===== src/rtl/uart_rx_word_packer.sv =====
// Packs four received UART bytes (little-endian) into a word and queues it in a show-ahead FIFO.
// Optional partial-word timeout, enabled by defining RX_TIMEOUT_EN.
module uart_rx_word_packer #(
    parameter int unsigned NB_DATA       = 8,
    parameter int unsigned NB_WORD       = 32,
    parameter int unsigned FIFO_DEPTH    = 4,
    parameter int unsigned TIMEOUT_TICKS = 320
) (
    input  logic                          i_clock,
    input  logic                          i_reset,
    input  logic                          i_rx_done_tick,
    input  logic [NB_DATA-1:0]            i_data,
    input  logic                          i_s_tick,
    input  logic                          i_ready,
    output logic                          o_valid,
    output logic [NB_WORD-1:0]            o_word,
    output logic [$clog2(FIFO_DEPTH):0]   o_count,
    output logic                          o_full,
    output logic                          o_overflow,
    output logic                          o_timeout
);

    localparam int unsigned AW = $clog2(FIFO_DEPTH);
    localparam int unsigned CW = AW + 1;

    typedef enum logic {StEmpty, StPartial} state_e;

    state_e               state_q, state_d;
    logic [1:0]           idx_q, idx_d;
    logic [NB_WORD-1:0]   asm_q, asm_d;
    logic [NB_WORD-1:0]   push_word;
    logic                 push_req, push, pop, full;
    logic                 timeout_fire;
    logic                 timeout_q;
    logic                 overflow_q;

    logic [NB_WORD-1:0]   mem [FIFO_DEPTH];
    logic [AW-1:0]        wr_ptr_q, rd_ptr_q;
    logic [CW-1:0]        count_q;

    // Top byte comes straight from i_data so the word is pushed on the 4th strobe itself.
    assign push_word = {i_data, asm_q[3*NB_DATA-1:0]};

    always_comb begin
        state_d  = state_q;
        idx_d    = idx_q;
        asm_d    = asm_q;
        push_req = 1'b0;
        if (i_rx_done_tick) begin
            for (int k = 0; k < 4; k++) begin
                if (idx_q == 2'(k)) asm_d[k*NB_DATA +: NB_DATA] = i_data;
            end
            if (idx_q == 2'd3) begin
                push_req = 1'b1;
                idx_d    = 2'd0;
                asm_d    = '0;
                state_d  = StEmpty;
            end else begin
                idx_d   = idx_q + 2'd1;
                state_d = StPartial;
            end
        end else if (timeout_fire) begin
            idx_d   = 2'd0;
            asm_d   = '0;
            state_d = StEmpty;
        end
    end

    always_ff @(posedge i_clock) begin
        if (i_reset) begin
            state_q <= StEmpty;
            idx_q   <= 2'd0;
            asm_q   <= '0;
        end else begin
            state_q <= state_d;
            idx_q   <= idx_d;
            asm_q   <= asm_d;
        end
    end

`ifdef RX_TIMEOUT_EN
    localparam int unsigned TW = $clog2(TIMEOUT_TICKS + 1);

    logic [TW-1:0] tcnt_q, tcnt_d;

    // A byte strobe always wins over an expiring count.
    always_comb begin
        tcnt_d       = tcnt_q;
        timeout_fire = 1'b0;
        if (state_q != StPartial || i_rx_done_tick) begin
            tcnt_d = '0;
        end else if (i_s_tick) begin
            if (tcnt_q == TW'(TIMEOUT_TICKS - 1)) begin
                timeout_fire = 1'b1;
                tcnt_d       = '0;
            end else begin
                tcnt_d = tcnt_q + 1'b1;
            end
        end
    end

    always_ff @(posedge i_clock) begin
        if (i_reset) tcnt_q <= '0;
        else         tcnt_q <= tcnt_d;
    end
`else
    logic unused_s_tick;
    assign unused_s_tick = i_s_tick;
    assign timeout_fire  = 1'b0;
`endif

    // Pop is evaluated first so a full FIFO can still accept a push in the same cycle.
    assign full = (count_q == CW'(FIFO_DEPTH));
    assign pop  = (count_q != '0) && i_ready;
    assign push = push_req && (!full || pop);

    always_ff @(posedge i_clock) begin
        if (push) mem[wr_ptr_q] <= push_word;
    end

    always_ff @(posedge i_clock) begin
        if (i_reset) begin
            wr_ptr_q   <= '0;
            rd_ptr_q   <= '0;
            count_q    <= '0;
            overflow_q <= 1'b0;
            timeout_q  <= 1'b0;
        end else begin
            if (push) wr_ptr_q <= wr_ptr_q + 1'b1;
            if (pop)  rd_ptr_q <= rd_ptr_q + 1'b1;
            unique case ({push, pop})
                2'b10:   count_q <= count_q + 1'b1;
                2'b01:   count_q <= count_q - 1'b1;
                default: count_q <= count_q;
            endcase
            if (push_req && !push) overflow_q <= 1'b1;
            timeout_q <= timeout_fire;
        end
    end

    assign o_valid    = (count_q != '0);
    assign o_word     = o_valid ? mem[rd_ptr_q] : '0;
    assign o_count    = count_q;
    assign o_full     = full;
    assign o_overflow = overflow_q;
    assign o_timeout  = timeout_q;

endmodule


===== config.mk =====
export PLATFORM = sky130hd
export DESIGN_NAME = uart_rx_word_packer
export DESIGN_NICKNAME = d
export VERILOG_FILES = /design/src/rtl/uart_rx_word_packer.sv
export SDC_FILE = /design/constraint.sdc
export NUM_CORES = 1
export LEC_CHECK = 0
export ABC_CLOCK_PERIOD_IN_PS = 2000
export CAP_MARGIN = 5
export CORE_ASPECT_RATIO = 0.6
export CORE_MARGIN = 5
export CORE_UTILIZATION = 52
export CTS_CLUSTER_DIAMETER = 100
export DETAILED_ROUTE_END_ITERATION = 10
export GPL_ROUTABILITY_DRIVEN = 0
export PLACE_DENSITY = 0.84
export SYNTH_ARGS = -nofsm -noshare
export SYNTH_HDL_FRONTEND = slang
export SYNTH_SLANG_ARGS = --single-unit
export TNS_END_PERCENT = 1

===== constraint.sdc =====
create_clock -name i_clock -period 2 [get_ports i_clock]
set_input_delay 0.3 -clock i_clock [delete_from_list [all_inputs] [get_ports i_clock]]
set_output_delay 0.3 -clock i_clock [all_outputs]
set_load 0.01 [all_outputs]

==> results.sh <==
export IMPL_status="finished, violations left"
export IMPL_violations="negative setup slack"
export IMPL_total_power_mw=7.44
export IMPL_grt_use_met2=0.304
export IMPL_dp_hpwl_um=8220
export IMPL_hold_buffers=0
export IMPL_finalCriticalPeriod_ns=2.12
export IMPL_fp_dieH_um=96.0
export IMPL_grt_pass1_wl_um=20400
export IMPL_synth_edf_count=128
export IMPL_ys_types=35
export IMPL_ys_top_cells_by_count="128 x edfxtp_1, 39 x nor2_1, 37 x and2_1"
export IMPL_die_area_mm2=0.0147
export IMPL_io_pins=52
export IMPL_grt_ovfl_total=0
export IMPL_vias_per_cell=5.52
export IMPL_drtIter0Drc=257
export IMPL_synthFlopType="edfxtp_1"
export IMPL_powerDensity_mw_per_mm2=936
export IMPL_syn_to_final_growth_pct=24.0
export IMPL_use_met3=0.0588
export IMPL_timing_final_crit_share=1.06
export IMPL_track_usage=0.188
export IMPL_ant_nets=0
export IMPL_htree_levels=4
export IMPL_timing_final_ws_setup_ns=-0.116
export IMPL_hold_path_class="flip-flop to flip-flop"
export IMPL_vias=3471
export IMPL_synth_seq_cells=164
export IMPL_drtPass1Iterations=4
export IMPL_drive_gt1_frac=0.349
export IMPL_ir_drop_uv=559
export IMPL_hold_depth=2
export IMPL_clockRootBuffer="clkbuf_16"
export IMPL_yosysTopAreaCell="edfxtp_1"
export IMPL_synthArstFlopShare=0
export IMPL_initial_core_util=0.532
export IMPL_critPathArrivalTime_ns=1.82
export IMPL_layout_cells_non_filler=629
export IMPL_final_area_mm2=0.00795
export IMPL_fillers=809
export IMPL_core_mm2=0.0121
export IMPL_cp_max_fo=8
export IMPL_crit_type="flip-flop to output port"
export IMPL_clockBufferDepth=2
export IMPL_clk_insertion_delay_late_ns=0.42
export IMPL_place_area_mm2=0.00729
export IMPL_syn_area_per_cell_um2=17.2
export IMPL_yosys_warnings=0
export IMPL_netlist_instances=373
export IMPL_cts_buffers=17
export IMPL_multi_input_area_mm2=0.00174
export IMPL_cts_sinks=164
export IMPL_wl_um=13000
export IMPL_cts_tree="yes"
export IMPL_fmax_mhz=473
export IMPL_cap_violations=0
export IMPL_yosysMostFrequentCell="edfxtp_1"
export IMPL_p_leak_nw=2.79
export IMPL_grt_pass1_vias=3638
export IMPL_finalNetCount=472
export IMPL_synth_nets=394
export IMPL_grt_start_max_net_pins=32
export IMPL_skew_ns=0.00676
export IMPL_synth_top_area_frac=0.599
export IMPL_synth_area_mm2=0.00641
export IMPL_seq_area_frac_synth=0.712
export IMPL_top_usage_layer="met2"
export IMPL_yosys_top_cells_area="edfxtp_1 60%, dfxtp_1 11%, mux4_2 11%, and2_1 3.6%, nor2_1 2.3%"
export IMPL_wl_per_cell_um=20.6
export IMPL_required_ns=1.70
export IMPL_worstMarginPinSlew_ns=0.626
export IMPL_timing_hold_ws_ns=0.500
export IMPL_final_util=0.659
export IMPL_rows=31
export IMPL_fin_tns_setup_ns=-2.53
export IMPL_hold_viol=0
export IMPL_finalSetupViolations=32
export IMPL_grtUsageMet1=0.258
export IMPL_rsz0062_at_grt="yes"
export IMPL_critPathLaunchType="flip-flop"
export IMPL_antenna_cells=0
export IMPL_rr_worst_depth=6
export IMPL_antenna_found_initial=0
export IMPL_dp_cells=594
export IMPL_clk_pin_slew_ns=0.06
export IMPL_cp_end_kind="output port"
export IMPL_die_w_um=153
export IMPL_slew_viol_final=0
export IMPL_max_slew_margin=0.580
export IMPL_pre_cts_slack_ns=-0.182
export IMPL_seq_area_mm2=0.00457
export IMPL_drt_drc_violations_left=0
export IMPL_io_buffers=49
[metal layers]
| layer | wire length (um) | part of all wire |
|---|---|---|
| met1 | 5650 | 0.44 |
| met2 | 6270 | 0.48 |
| met3 | 936 | 0.072 |
| met4 | 89 | 0.0069 |
| met5 | 0 | 0 |
[final timing paths]
path / startpoint / end / slack, ns
max: flip-flop / o_word[20] / -0.12
min: o_overflow / o_overflow / 0.50
max reg2reg: idx_q[0] / mem[2][9] / 0.09
min reg2reg: o_overflow / o_overflow / 0.50
[cell families (layout without fill, tap and decap cells)]
group           Yosys count  in the layout  synth area share
flops                   164            164             0.712
simple gates             96             96            0.0806
mux                      37             37             0.122
compound gates           34             34            0.0351
buf+inv                  29            120            0.0283
fa+ha+maj                 8              8            0.0168
xor+xnor                  4              4           0.00546
other cells               1              1          0.000585
[repair_timing]
action | in CTS | in global routing
pin swaps | 21 | 0
setup endpoints to repair | 34 | 34
setup buffers | 2 | 2
cloned | 3 | 0
resized for setup | 167 | 26
[registers in the layout, summed over array words and instances, names as in the netlist, named ones only]
name	count
wr_ptr_q	2
asm_q	24
o_overflow	1
rd_ptr_q	2
mem	128
o_count	3
idx_q	2
[critical path, stage by stage, from the launching register on]
cell and delay, ns:
dfxtp_4 0.42, buf_12 0.16, mux4_2 0.54, and2_1 0.15
buf_2 0.13
[cell type report]
type	instances	share of cell area
clock inverter	14	0.0162
clock buffer	18	0.0552
sequential	164	0.575
inverter	7	0.00330
timing repair buffer	81	0.106
multi-input combinational	180	0.219
tap	165	0.0260
[placed cells by master, fill, tap and decap left out, types with 2 or more instances in the layout]
cell type and count:
a21oi_1 11, a22oi_1 16, and2_1 12, and2_4 24
and3b_1 2, buf_12 10, buf_2 9, buf_4 20
buf_6 25, clkbuf_16 17, clkdlybuf4s50_1 15, clkinv_2 5
clkinv_4 3, dfxtp_1 35, dlygate4sd2_1 2, edfxtp_1 128
ha_1 7, inv_1 7, inv_6 2, inv_8 2
mux2_2 2, mux2i_1 3, mux4_2 32, nand2_1 2
nand3_1 3, nor2_1 38, nor3b_1 8, o21ai_0 2
xor2_1 3
[power breakdown]
group | switching, mW | internal, mW
Sequential | 0.0448 | 3.71
Clock | 1.33 | 1.76
Combinational | 0.283 | 0.309
Note: power is estimated with default switching activity, not from simulation.
